File: config.mk
export PLATFORM = sky130hd
export DESIGN_NAME = keypad_msg_writer
export DESIGN_NICKNAME = d
export VERILOG_FILES = /design/src/rtl/keypad_msg_writer.sv
export SDC_FILE = /design/constraint.sdc
export NUM_CORES = 1
export LEC_CHECK = 0
export ABC_AREA = 1
export CORE_MARGIN = 8
export CORE_UTILIZATION = 35
export CTS_CLUSTER_DIAMETER = 150
export CTS_CLUSTER_SIZE = 10
export DETAILED_ROUTE_END_ITERATION = 10
export HOLD_SLACK_MARGIN = 0.05
export PLACE_DENSITY = 0.65
export SETUP_SLACK_MARGIN = 0.02
export SYNTH_ARGS = -nofsm -noshare
export SYNTH_HDL_FRONTEND = slang
export SYNTH_SLANG_ARGS = --single-unit
File: constraint.sdc
create_clock -name clk -period 2.7 [get_ports clk]
set_clock_uncertainty 0.1 [all_clocks]
set_input_delay 0.81 -clock clk [delete_from_list [all_inputs] [get_ports clk]]
set_output_delay 0.81 -clock clk [all_outputs]
set_load 0.02 [all_outputs]
File: src/rtl/keypad_msg_writer.sv
// Keypad scanner with debounce feeding a 10-character message buffer for a
// scrolling 7-segment display. Newest character sits in msg[4:0]; 5'h1F is blank.
module keypad_msg_writer #(
  parameter int unsigned SCAN_DIV     = 100000,
  parameter int unsigned DEBOUNCE_CNT = 4
) (
  input  logic        clk,
  input  logic        rst,
  output logic [3:0]  row_out,
  input  logic [3:0]  col_in,
  input  logic        clear,
  output logic [49:0] msg,
  output logic [3:0]  msg_len,
  output logic        key_valid,
  output logic [3:0]  key_code,
  output logic        full
);

  localparam int unsigned DivW = (SCAN_DIV > 1) ? $clog2(SCAN_DIV) : 1;
  // One spare bit so the incremented count never wraps before the compare.
  localparam int unsigned CntW = $clog2(DEBOUNCE_CNT + 2);
  localparam logic [49:0] Blank = '1;

  typedef enum logic [1:0] {StScan, StDebounce, StRelease} state_e;

  state_e          r_state;
  logic [DivW-1:0] r_div;
  logic [CntW-1:0] r_cnt;
  logic [3:0]      r_row;
  logic [1:0]      r_row_idx;
  logic [1:0]      r_col_idx;
  logic            r_key_valid;
  logic [3:0]      r_key_code;
  logic [49:0]     r_msg;
  logic [3:0]      r_msg_len;

  logic            w_tick;
  logic            w_any_low;
  logic [1:0]      w_low_idx;
  logic            w_same_low;
  logic [CntW-1:0] w_cnt_inc;
  logic            w_cnt_done;
  logic            w_accept;
  logic [3:0]      w_code;

  assign w_tick     = (r_div == DivW'(SCAN_DIV - 1));
  assign w_any_low  = (col_in != 4'hF);
  assign w_same_low = ~col_in[r_col_idx];
  assign w_cnt_inc  = r_cnt + CntW'(1);
  assign w_cnt_done = (w_cnt_inc >= CntW'(DEBOUNCE_CNT));
  assign w_accept   = (r_state == StDebounce) && w_tick && w_same_low && w_cnt_done;

  // Lowest-index low column wins when several are pressed.
  always_comb begin
    w_low_idx = 2'd3;
    if (!col_in[0])      w_low_idx = 2'd0;
    else if (!col_in[1]) w_low_idx = 2'd1;
    else if (!col_in[2]) w_low_idx = 2'd2;
  end

  // Key matrix decode: '*' is backspace (E), '#' is blank-all (F).
  always_comb begin
    w_code = 4'h0;
    case ({r_row_idx, r_col_idx})
      4'b00_00: w_code = 4'h1;
      4'b00_01: w_code = 4'h2;
      4'b00_10: w_code = 4'h3;
      4'b00_11: w_code = 4'hA;
      4'b01_00: w_code = 4'h4;
      4'b01_01: w_code = 4'h5;
      4'b01_10: w_code = 4'h6;
      4'b01_11: w_code = 4'hB;
      4'b10_00: w_code = 4'h7;
      4'b10_01: w_code = 4'h8;
      4'b10_10: w_code = 4'h9;
      4'b10_11: w_code = 4'hC;
      4'b11_00: w_code = 4'hE;
      4'b11_01: w_code = 4'h0;
      4'b11_10: w_code = 4'hF;
      default:  w_code = 4'hD;
    endcase
  end

  // Scan/debounce/release FSM. State only changes on a tick, where the divider
  // is already being cleared, so every state change restarts the sample period.
  always_ff @(posedge clk) begin
    if (rst) begin
      r_state     <= StScan;
      r_div       <= '0;
      r_cnt       <= '0;
      r_row       <= 4'b1110;
      r_row_idx   <= 2'd0;
      r_col_idx   <= 2'd0;
      r_key_valid <= 1'b0;
      r_key_code  <= 4'h0;
    end else begin
      r_key_valid <= 1'b0;
      r_div       <= w_tick ? '0 : r_div + DivW'(1);
      if (w_tick) begin
        case (r_state)
          StScan: begin
            if (w_any_low) begin
              r_col_idx <= w_low_idx;
              r_cnt     <= CntW'(1);
              r_state   <= StDebounce;
            end else begin
              r_row     <= {r_row[2:0], r_row[3]};
              r_row_idx <= r_row_idx + 2'd1;
            end
          end
          StDebounce: begin
            if (w_same_low) begin
              if (w_cnt_done) begin
                r_key_valid <= 1'b1;
                r_key_code  <= w_code;
                r_cnt       <= '0;
                r_state     <= StRelease;
              end else begin
                r_cnt <= w_cnt_inc;
              end
            end else begin
              r_cnt     <= '0;
              r_state   <= StScan;
              r_row     <= {r_row[2:0], r_row[3]};
              r_row_idx <= r_row_idx + 2'd1;
            end
          end
          StRelease: begin
            if (col_in == 4'hF) begin
              if (w_cnt_done) begin
                r_cnt     <= '0;
                r_state   <= StScan;
                r_row     <= {r_row[2:0], r_row[3]};
                r_row_idx <= r_row_idx + 2'd1;
              end else begin
                r_cnt <= w_cnt_inc;
              end
            end else begin
              r_cnt <= '0;
            end
          end
          default: r_state <= StScan;
        endcase
      end
    end
  end

  // Message buffer; clear beats a coincident key.
  always_ff @(posedge clk) begin
    if (rst || clear) begin
      r_msg     <= Blank;
      r_msg_len <= 4'd0;
    end else if (w_accept) begin
      case (w_code)
        4'hE: begin
          if (r_msg_len != 4'd0) begin
            r_msg     <= {5'h1F, r_msg[49:5]};
            r_msg_len <= r_msg_len - 4'd1;
          end
        end
        4'hF: begin
          r_msg     <= Blank;
          r_msg_len <= 4'd0;
        end
        default: begin
          if (r_msg_len != 4'd10) begin
            r_msg     <= {r_msg[44:0], 1'b0, w_code};
            r_msg_len <= r_msg_len + 4'd1;
          end
        end
      endcase
    end
  end

  assign row_out   = r_row;
  assign msg       = r_msg;
  assign msg_len   = r_msg_len;
  assign key_valid = r_key_valid;
  assign key_code  = r_key_code;
  assign full      = (r_msg_len == 4'd10);

endmodule
# After elaboration in Yosys (flattened, before gate mapping)
# Memories as Yosys holds them, arrays and structs flattened.
# Index checks and enable logic that the tools add are counted.
[classes]
add_sub_neg = 5
magnitude_cmp = 2
eq_ne = 16
muxes = 33
n_bitwise = 3
reduce_logical = 16
[op_table]
columns = ["op", "n"]
rows = [
  ["50-bit two-way mux", 2],
  ["50-bit one-hot mux with 2 select lines", 1],
  ["4-bit two-way mux", 6],
  ["2-bit two-way mux", 11],
  ["17-bit by 1-bit adder with 17-bit output (second input constant)", 1],
  ["17-bit equality test (second input constant)", 1],
  ["4-bit equality test (second input constant)", 4],
  ["3-bit two-way mux", 4],
  ["2-bit inequality test (second input constant)", 6],
  ["2-bit one-hot mux with 3 select lines", 2],
  ["4-bit one-hot mux with 3 select lines", 1],
  ["3-bit one-hot mux with 3 select lines", 1],
  ["3-bit AND reduction", 3],
  ["4-bit inequality test (second input constant)", 2],
  ["4-bit one-hot mux with 2 select lines", 1],
  ["6-bit AND reduction", 1],
  ["3-bit nonzero test", 2],
  ["5-bit AND reduction", 1],
  ["4-bit by 1-bit adder with 4-bit output (second input constant)", 1],
  ["4-bit AND reduction", 1],
  ["4-bit nonzero test", 1],
  ["4-bit OR reduction", 1],
  ["4-bit by 1-bit subtractor with 4-bit output (second input constant)", 1],
  ["3-bit by 1-bit adder with 3-bit output (second input constant)", 1],
  ["other kinds (13)", 19],
]
[word_totals]
ff_bits = 89
romBits = 64
in_bits = 7
wordCells = 86
n_memories = 1
[mem_list]
columns = ["name", "words", "word_bits", "rd", "rd_ports_with_merged_regs", "write_ports", "line", "text"]
rows = [
  ["(no name shown)", 16, 4, 1, 0, 0, "64", "case ({r_row_idx, r_col_idx})"],
]

# Longest topological paths before layout
# Gate-level depths: netlist of run 1.
[depth]
word_depth = 6
mapped_depth = 17
ltp_nobuf = 17

# Worst setup path before layout of run 1
# Ideal clock, no wire load.
[synth_path]
path_kind = "flip-flop to flip-flop"
startpoint = "register r_col_idx[0]"
endpoint = "register r_msg_len[3] (netlist: msg_len[3])"
t_arrival_ps = 2237
required_ps = 2487
slack_ps = 250
stages_incl_launch_ff = 18
n_path_buf = 0
cell_sequence = "dfxtp_1 -> inv_2 -> ha_1 -> inv_1 -> nand2_1 -> nand2_1 -> nand2_1 -> nand2_2 -> nand2_2 -> nor2_4 -> ha_1 -> a21oi_1 -> nand2_1 -> xor2_1 -> nor2_1 -> a21oi_1 -> nor2_1 -> nor2_1"
[synth_between]
elab_chain_len = 6
elab_cells_between_ends = 12
cone_classes = "eq/ne: 3; mux: 3; bitwise: 1; reduce/logical: 4; memory: 1"
[synth_rtl]
columns = ["item", "line", "text"]
rows = [
  ["from (decl)", "31", "logic [1:0] r_col_idx;"],
  ["from (signal assigned)", "103", "r_col_idx <= w_low_idx;"],
  ["branches (longest 6 deep; another with memory read 16 x 4 bit)", "--", ""],
  ["to (signal assigned)", "158", "r_msg_len <= r_msg_len - 4'd1;"],
  ["to (signal assigned)", "168", "r_msg_len <= r_msg_len + 4'd1;"],
  ["to (decl)", "35", "logic [3:0] r_msg_len;"],
]
# Parallel ways; which one is timed is not known. The select of a mux whose other input is x is not followed.
# A chain may end at the register's enable or synchronous reset.

# Worst setup path in the final report of run 1
[layout_path]
startpoint = "register r_col_idx[0]"
endpoint = "register r_msg_len[2] (netlist: msg_len[2])"
# The elaborated chain is that of the path after synthesis.

==> metrics.cfg, run 1 <==
[status]
outcome = completed

[die]
initial_core_util_pct = 35.7
die_h_um = 132
die-area_um2 = 17500
die_w_um = 132
core-area_um2 = 13200
ios = 71
row_count = 42

[synthesis]
syn-num-nets = 729
syn_area_per_cell_um2 = 6.69
synth_flop_cell = dfxtp_1
synthTopCellsByCount = nand2_1 (171), nand3_1 (122), nor2_1 (94)
synth_most_common_cell = nand2_1
yosysTopAreaCell = dfxtp_1
yosysWarningCount = 0
synthCells = 708
async_flop_share_pct = 0
synth_cell_types = 34
synth.top_cells.by_area = dfxtp_1 (38%), nand2_1 (14%), nand3_1 (13%)
synth_top_area_share_pct = 37.6
syn_area_um2 = 4730
ys_ff_latch = 89
synth_edf_count = 0
ys_seq_area_share_pct = 37.6

[power_and_ir_drop]
pwr_density_cell_nw_per_um2 = 430
p_leak_uw = 0.00277
ir_drop_mv = 0.261

[worst_setup_path]
cp-endpoint = msg_len[2]
cp_max_fo = 5
cp.required_ps = 2890
cp.arrival_ps = 2710
r2r-start = r_col_idx[0]
crit_start = r_col_idx[0]
worstSetupStartpointType = register
critPathKind = reg2reg
rrSetupSlack_ps = 170
r2r-end = msg_len[2]
r2r.worst_path.cells = 16
endpoint_kind = register

[route]
wl_met2_mm = 5.93
top_layer = met4
wl_met3_um = 560
post-route-drc-count = 0
drt_wl_total_mm = 13.0
drt-initial-drc-count = 519
wl_per_cell_um = 13.6
viasPerCell = 4.92
drtAntennaViolNets = 0
drt-pass1-iter-count = 5
met1Wirelength_mm = 6.29
vias = 4708

[timing]
fmax_mhz = 396
fin_tns_setup_ps = 0
rsz0062_at_grt = no
tightest_slew_ps = 541
max_slew_margin_pct = 63.9
post-route-period-util_pct = 93.6
finalHoldViolCount = 0
setup_viol = 0
finalCriticalPeriod_ps = 2530
finalWorstSetupSlack_ps = 174
maxSlewViolCount = 0

[clock_tree]
clockBufferDepth = 2
cts_tree = done
numCtsBuffers = 9
h-tree-depth = 3
clk_latency_ps = 340
root_buffer = clkbuf_16
clkSinkCount = 89
clk_pin_slew_ps = 70

[global_routing]
grt_use_total_pct = 14.5
grt_pass1_vias = 4277
grt_overflow = 0
grt_antenna_before_repair = 0
grt_first_pass_wirelength_mm = 21.4
grt_max_degree = 82

[worst_hold_path]
worstHoldPathType = reg2reg

[placed_design]
dpl.hpwl_mm = 8.86
io_buffers = 70
gp_routability_congestion = 0.867
dp_slack_ps = 45.4
dp_cells = 937
placed_area_um2 = 5700

[final_layout]
syn_to_final_growth_pct = 27.4
antenna_cells = 0
post_layout_nonfiller_instances = 957
drive_above_1_share_pct = 8.96
final_cell_area_um2 = 6030
ff_latch_area_um2 = 1780
fin_nets = 797
multiInputGateArea_um2 = 2620
nFillCells = 1383

[run]
maxCapViolCount = 0

[worst max-delay path, stage by stage, from the launching register on]
cell and delay, ps:
dfxtp_2 340, buf_4 150, ha_1 180, inv_1 50, nand2_1 50, nand2_1 80, nand2_1 60, nand2_2 110
nand2_2 110, nor2_4 200, buf_4 150, inv_1 60, fa_1 380, xor2_1 170, a21oi_1 110, nor2_1 60
nor2_1 90
[routing by layer]
layer / up-vias / global-route usage, %
met5: - / 0
met3: 17 / 3.28
met4: 0 / 5.55
met2: 89 / 22.1
li1: 2450 / -
met1: 2152 / 19.5
[what timing repair did]
| action | 4_1_cts | 5_1_grt |
|---|---|---|
| buffers inserted | 0 | 4 |
| pin swaps | 0 | 3 |
| setup endpoints to repair | 1 | 2 |
| gates resized for setup | 1 | 3 |
| hold buffers | 0 | 0 |
[stage by stage]
stage	hold slack, ps	power (µW)	utilization (%)
floorplan	318	1380	-
global placement	332	1400	43.0
detailed placement	338	1400	43.0
CTS	347	2610	45.2
global route	365	2670	45.5
finish	343	2590	45.5
[flip-flops by register name, summed over array words and instances (netlist names)]
| name | flops |
|---|---|
| r_row_idx | 2 |
| r_div | 17 |
| r_col_idx | 2 |
| msg | 50 |
| row_out | 4 |
| key_code | 4 |
| r_state | 2 |
| msg_len | 4 |
| r_cnt | 3 |
| key_valid | 1 |
[cell families (layout without fill, tap and decap cells)]
group           count (synthesis)  after routing  synth area share (%)
buf+inv                        84            157                  7.82
flops                          89             89                  37.6
xor+xnor                        7              7                  1.30
compound gates                 85             85                  9.20
fa+ha+maj                      14             14                  3.86
simple gates                  429            429                  40.2
[power by group]
part           total (µW)  switching, µW  internal [µW]
registers            1320           2.35           1320
clock network        1220            539            679
logic                56.6           35.3           21.3
total                2590            576           2020
[layout by cell type (no fill, tap or decap), types with 7 or more instances in the layout]
cell type	n
nand2_1	171
nand3_1	121
nor2_1	93
dfxtp_1	88
clkdlybuf4s50_1	69
o21ai_0	57
inv_1	38
a21oi_1	24
buf_4	20
ha_1	12
clkbuf_16	9
or2_2	8
nand4_1	7
nor3_1	7
[worst min path at each step]
| stage | startpoint | to | slack, ps | cells after the start |
|---|---|---|---|---|
| floorplan | r_div[0] | r_div[0] | 320 | 1 |
| global placement | r_div[0] | r_div[0] | 330 | 1 |
| detailed placement | r_cnt[2] | r_cnt[2] | 340 | 2 |
| CTS | r_cnt[2] | r_cnt[2] | 350 | 2 |
| global route | r_cnt[2] | r_cnt[2] | 360 | 2 |
| finish | r_cnt[2] | r_cnt[2] | 340 | 2 |
[final cells by class]
class | count | area share, %
multi-input cells | 535 | 43.4
well taps | 176 | 3.65
flip-flops and latches | 89 | 29.6
repair buffers | 95 | 15.7
clock inverters | 3 | 0.394
clock buffers | 13 | 4.32
inverters | 46 | 2.90
Power figures use the tool's default switching activity.
==> inputs of run 2 (changes only) <==
- CTS_BUF_LIST: unset -> sky130_fd_sc_hd__clkbuf_16
==> run 2 against run 1 <==
Critical path depth unchanged; power down 2.6%; via count is 0.17% higher; clock power down 6%; worst hold slack is essentially flat; first-iteration DRC count up 2.7%; critical path type unchanged; largest power group unchanged.
==> metrics.cfg, run 2 (same netlist as run 1, synthesis figures left out) <==
[worst_hold_path]
worstHoldPathType = reg2reg  ; unchanged

[final_layout]
drive_above_1_share_pct = 8.71  ; was 8.96%
nFillCells = 1386  ; was 1383
mostFrequentLayoutCells = nand2_1 (171), nand3_1 (121), nor2_1 (93), dfxtp_1 (88), clkdlybuf4s50_1 (69)  ; unchanged
fin_nets = 797  ; unchanged
final_cell_area_um2 = 6010  ; was 6030 µm²
utilization_pct = 45.4  ; was 45.5%
antenna_cells = 0  ; unchanged
mostFrequentLayoutCell = nand2_1  ; unchanged
syn_to_final_growth_pct = 27.0  ; was 27.4%
largest_reg_flops = 50  ; unchanged

[placed_design]
dpl.hpwl_mm = 8.86  ; unchanged
gp_routability_congestion = 0.867  ; unchanged
placed_area_um2 = 5700  ; unchanged
dp_slack_ps = 45.4  ; unchanged
io_buffers = 70  ; unchanged

[route]
vias = 4716  ; was 4708
drt_wl_total_mm = 13.0  ; about the same
post-route-drc-count = 0  ; unchanged
wl_per_cell_um = 13.6  ; about the same
drtAntennaViolNets = 0  ; unchanged
drt-pass1-iter-count = 5  ; unchanged
drt-initial-drc-count = 533  ; was 519
viasPerCell = 4.93  ; was 4.92

[clock_tree]
postCtsHoldBufs = 0  ; unchanged
h-tree-depth = 3  ; unchanged
clk_pin_slew_ps = 70  ; about the same
clkSinkCount = 89  ; unchanged
cts_tree = done  ; unchanged
root_buffer = clkbuf_16  ; unchanged
clk_latency_ps = 340  ; about the same
clockBufferDepth = 2  ; unchanged
numCtsBuffers = 9  ; unchanged

[status]
outcome = completed  ; unchanged

[power_and_ir_drop]
pwr_density_cell_nw_per_um2 = 420  ; was 430 nW/µm²
p_leak_uw = 0.00277  ; about the same
p_total_uw = 2530  ; was 2590 µW
ir_drop_mv = 0.256  ; was 0.261 mV

[timing]
fin_tns_setup_ps = 0  ; unchanged
finalCriticalPeriod_ps = 2530  ; about the same
setup_viol = 0  ; unchanged
finalWorstSetupSlack_ps = 171  ; was 174 ps
tightest_slew_ps = 529  ; was 541 ps
finalHoldViolCount = 0  ; unchanged
fmax_mhz = 395  ; was 396 MHz
rsz0062_at_grt = no  ; unchanged
max_slew_margin_pct = 64.7  ; was 63.9%
post-route-period-util_pct = 93.7  ; was 93.6%
maxSlewViolCount = 0  ; unchanged

[worst_setup_path]
cp.arrival_ps = 2710  ; about the same
critPathMostFrequentCell = nand2_1  ; unchanged
worstSetupStartpointType = register  ; unchanged
endpoint_kind = register  ; unchanged
critPathKind = reg2reg  ; unchanged
cp_max_fo = 5  ; unchanged
crit_chain = buf_4 -> ha_1 -> inv_1 -> nand2_1 -> nand2_1 -> nand2_1 -> nand2_2 -> nand2_2 -> nor2_4 -> buf_4 -> inv_1 -> fa_1 -> xor2_1 -> a21oi_1 -> nor2_1 -> nor2_1  ; unchanged
crit_slowest_cell = fa_1  ; unchanged
slowest_delay_ps = 380  ; about the same
cp.required_ps = 2880  ; was 2890 ps

[global_routing]
grt_use_total_pct = 14.5  ; about the same
grt_overflow = 0  ; unchanged
grt_max_degree = 82  ; unchanged
grt_first_pass_wirelength_mm = 21.4  ; about the same
grt_pass1_vias = 4277  ; unchanged
grt_antenna_before_repair = 0  ; unchanged

[die]
initial_core_util_pct = 35.7  ; unchanged
die-area_um2 = 17500  ; unchanged
core-area_um2 = 13200  ; unchanged
row_count = 42  ; unchanged
ios = 71  ; unchanged
die_w_um = 132  ; unchanged
die_h_um = 132  ; unchanged

[run]
maxCapViolCount = 0  ; unchanged

==> run 2: final cells by class <==
cell class	instances	area [µm²]	share of cell area [%]
clock buffer	9	225	3.75
clock inverter	7	38.8	0.645
inverter	46	175	2.91
multi-input combinational	535	2620	43.6
sequential	89	1780	29.7
tap	176	220	3.66
timing repair buffer	95	950	15.8
==> run 2: final timing paths <==
kind | cells after the start | end | from | slack, ps
max | 16 | msg_len[2] | r_col_idx[0] | 170
min | 2 | r_cnt[2] | r_cnt[2] | 340
max reg2reg | 16 | msg_len[2] | r_col_idx[0] | 170
min reg2reg | 2 | r_cnt[2] | r_cnt[2] | 340
==> run 2: report_power, final <==
| group | switching (µW) | leakage [µW] | total, µW | internal [µW] |
|---|---|---|---|---|
| clock | 537 | 0.000130 | 1150 | 615 |
| combinational | 35.5 | 0.00192 | 56.8 | 21.3 |
| sequential | 2.34 | 0.000720 | 1320 | 1320 |
==> run 2: stage by stage <==
step | hold slack (ps) | instances
2_1_floorplan | 318 | 708
3_3_place_gp | 332 | 937
3_5_place_dp | 338 | 937
4_1_cts | 347 | 953
5_1_grt | 365 | 957
6_report | 342 | 957
==> run 2: what timing repair did <==
action | 4_1_cts | 5_1_grt
setup endpoints to repair | 1 | 2
endpoints found under the hold margin | 0 | 0
setup buffers | 0 | 4
pin swaps | 0 | 3
resized for setup | 1 | 3
==> run 2: critical path, delay by kind of cell (launching register included) <==
kind            cells  cell delay [ps]
buf+inv             4              410
simple gates        8              760
flops               1              340
xor+xnor            1              170
compound gates      1              110
fa+ha+maj           2              560
==> run 2: routing by layer <==
metal | part of all wire [%] | track usage, % | vias up | wire length, µm
li1 | - | - | 2448 | -
met3 | 4.3 | 3.28 | 14 | 564
met4 | 1.5 | 5.17 | 0 | 191
met2 | 46 | 22.1 | 94 | 5980
met5 | 0 | 0 | - | 0
met1 | 48 | 19.6 | 2160 | 6280
==> inputs of run 3 (changes only) <==
- CORE_UTILIZATION: 35 -> 45
- GPL_ROUTABILITY_DRIVEN: unset -> 0
- PLACE_DENSITY: 0.65 -> 0.77
==> run 3 against run 2 <==
Wire length is the same; utilization grew 13 points; first-iteration DRC count shrank 5.4%; non-clock buffer count shrank 1; count of clock-buffer cells in the layout is the same.
==> metrics.cfg, run 3 (same netlist as run 1, synthesis figures left out) <==
[route]
post-route-drc-count = 0  ; unchanged
wl_per_cell_um = 14.2  ; was 13.6 µm
drt-initial-drc-count = 504  ; was 533
viasPerCell = 5.43  ; was 4.93
vias = 4975  ; was 4716
drtAntennaViolNets = 0  ; unchanged
drt-pass1-iter-count = 6  ; was 5
drt_wl_total_mm = 13.0  ; unchanged

[timing]
fin_tns_setup_ps = 0  ; unchanged
finalCriticalPeriod_ps = 2500  ; was 2530 ps
fmax_mhz = 400  ; was 395 MHz
finalHoldViolCount = 0  ; unchanged
maxSlewViolCount = 0  ; unchanged
tightest_slew_ps = 761  ; was 529 ps
post-route-period-util_pct = 92.5  ; was 93.7%
setup_viol = 0  ; unchanged
max_slew_margin_pct = 48.8  ; was 64.7%
rsz0062_at_grt = no  ; unchanged

[final_layout]
mostFrequentLayoutCell = nand2_1  ; unchanged
multiInputGateArea_um2 = 2590  ; was 2620 µm²
drive_above_1_share_pct = 8.85  ; was 8.71%
ff_latch_area_um2 = 1790  ; was 1780 µm²
largest_reg_flops = 50  ; unchanged
antenna_cells = 0  ; unchanged
post_layout_nonfiller_instances = 916  ; was 957
syn_to_final_growth_pct = 26.2  ; was 27.0%
mostFrequentLayoutCells = nand2_1 (171), nand3_1 (122), nor2_1 (93), dfxtp_1 (87), clkdlybuf4s50_1 (69)  ; was nand2_1 (171), nand3_1 (121), nor2_1 (93), dfxtp_1 (88), clkdlybuf4s50_1 (69)
nFillCells = 939  ; was 1386
fin_nets = 796  ; was 797
final_cell_area_um2 = 5970  ; was 6010 µm²

[worst_setup_path]
endpoint_kind = register  ; unchanged
crit_slowest_cell = dfxtp_2  ; was fa_1
slowest_delay_ps = 340  ; was 380 ps
cp.required_ps = 2880  ; about the same
critPathMostFrequentCell = nand2_1  ; unchanged
critPathKind = reg2reg  ; unchanged
worstSetupStartpointType = register  ; unchanged
crit_chain = buf_4 -> ha_1 -> inv_1 -> nand2_1 -> nand2_1 -> nand2_1 -> nand2_2 -> nand2_2 -> nor2_4 -> ha_1 -> a21oi_1 -> nand2_1 -> xor2_1 -> nor2_1 -> a21oi_1 -> nor2_1 -> nor2_1  ; was buf_4 -> ha_1 -> inv_1 -> nand2_1 -> nand2_1 -> nand2_1 -> nand2_2 -> nand2_2 -> nor2_4 -> buf_4 -> inv_1 -> fa_1 -> xor2_1 -> a21oi_1 -> nor2_1 -> nor2_1
cp_max_fo = 6  ; was 5
cp.arrival_ps = 2680  ; was 2710 ps

[die]
die-area_um2 = 14100  ; was 17500 µm²
core-area_um2 = 10300  ; was 13200 µm²
initial_core_util_pct = 46.1  ; was 35.7%
row_count = 37  ; was 42
die_h_um = 119  ; was 132 µm
ios = 71  ; unchanged
die_w_um = 119  ; was 132 µm

[power_and_ir_drop]
p_leak_uw = 0.00278  ; was 0.00277 µW
pwr_density_cell_nw_per_um2 = 452  ; was 420 nW/µm²
p_total_uw = 2700  ; was 2530 µW
ir_drop_mv = 0.308  ; was 0.256 mV

[clock_tree]
clk_pin_slew_ps = 70  ; about the same
h-tree-depth = 3  ; unchanged
cts_tree = done  ; unchanged
clkSinkCount = 89  ; unchanged
clockBufferDepth = 2  ; unchanged
clk_latency_ps = 350  ; was 340 ps
numCtsBuffers = 9  ; unchanged
root_buffer = clkbuf_16  ; unchanged

[worst_hold_path]
worstHoldPathType = reg2reg  ; unchanged

[placed_design]
placed_area_um2 = 5620  ; was 5700 µm²
dpl.hpwl_mm = 9.05  ; was 8.86 mm
dp_cells = 897  ; was 937
io_buffers = 70  ; unchanged

[global_routing]
grt_max_degree = 82  ; unchanged
grt_antenna_before_repair = 0  ; unchanged
grt_first_pass_wirelength_mm = 21.9  ; was 21.4 mm
grt_use_total_pct = 18.1  ; was 14.5%
grt_pass1_vias = 4552  ; was 4277
grt_overflow = 0  ; unchanged

[status]
outcome = completed  ; unchanged

[run]
maxCapViolCount = 0  ; unchanged

==> run 3: metal layers <==
metal | global-route usage [%] | vias to the layer above | share of wire, %
li1 | - | 2454 | -
met1 | 23.2 | 2294 | 43
met2 | 28.9 | 199 | 48
met3 | 4.14 | 28 | 7.0
met4 | 7.35 | 0 | 2.0
met5 | 0 | - | 0
==> run 3: final timing paths <==
check | start | endpoint | slack, ps | cells after the start
max | r_col_idx[0] | msg_len[3] | 200 | 17
min | r_cnt[2] | r_cnt[2] | 340 | 2
max reg2reg | r_col_idx[0] | msg_len[3] | 200 | 17
min reg2reg | r_cnt[2] | r_cnt[2] | 340 | 2
==> run 3: where the power goes <==
| part | switching, µW | internal (µW) |
|---|---|---|
| combinational | 34.9 | 23.2 |
| clock | 577 | 746 |
| sequential | 2.33 | 1310 |
| total | 614 | 2080 |
==> run 3: through the flow <==
step                      hold WS [ps]  util [%]  worst slack [ps]
after floorplan                    318         -               250
after global placement             328      54.7              78.0
after detailed placement           334      54.7              48.8
after CTS                          343      57.8              89.3
after global routing               364      58.1              15.5
final                              342      58.1               202
==> run 3: layout make-up <==
type,count,area share (%)
clock inverter,7,1.61
timing repair buffer,94,15.6
tap,136,2.85
inverter,46,2.93
clock buffer,9,3.77
multi-input combinational,535,43.3
sequential,89,29.9
==> run 3: timing repair <==
| action | 4_1_cts | 5_1_grt |
|---|---|---|
| setup endpoints to repair | 1 | 2 |
| gates resized for setup | 1 | 3 |
| gates cloned | 0 | 0 |
| hold buffers | 0 | 0 |
| pin swaps | 0 | 1 |
| buffers inserted | 0 | 3 |
==> run 3: worst max-delay path: cells and delay by family (launching register included) <==
kind / cells / cell delay, ps
buffers and inverters: 2 / 200
DFF: 1 / 340
adders and majority gates: 2 / 480
xor gates and xnor gates: 1 / 180
AOI/OAI and AO/OA: 2 / 260
and+or+nand+nor: 10 / 880
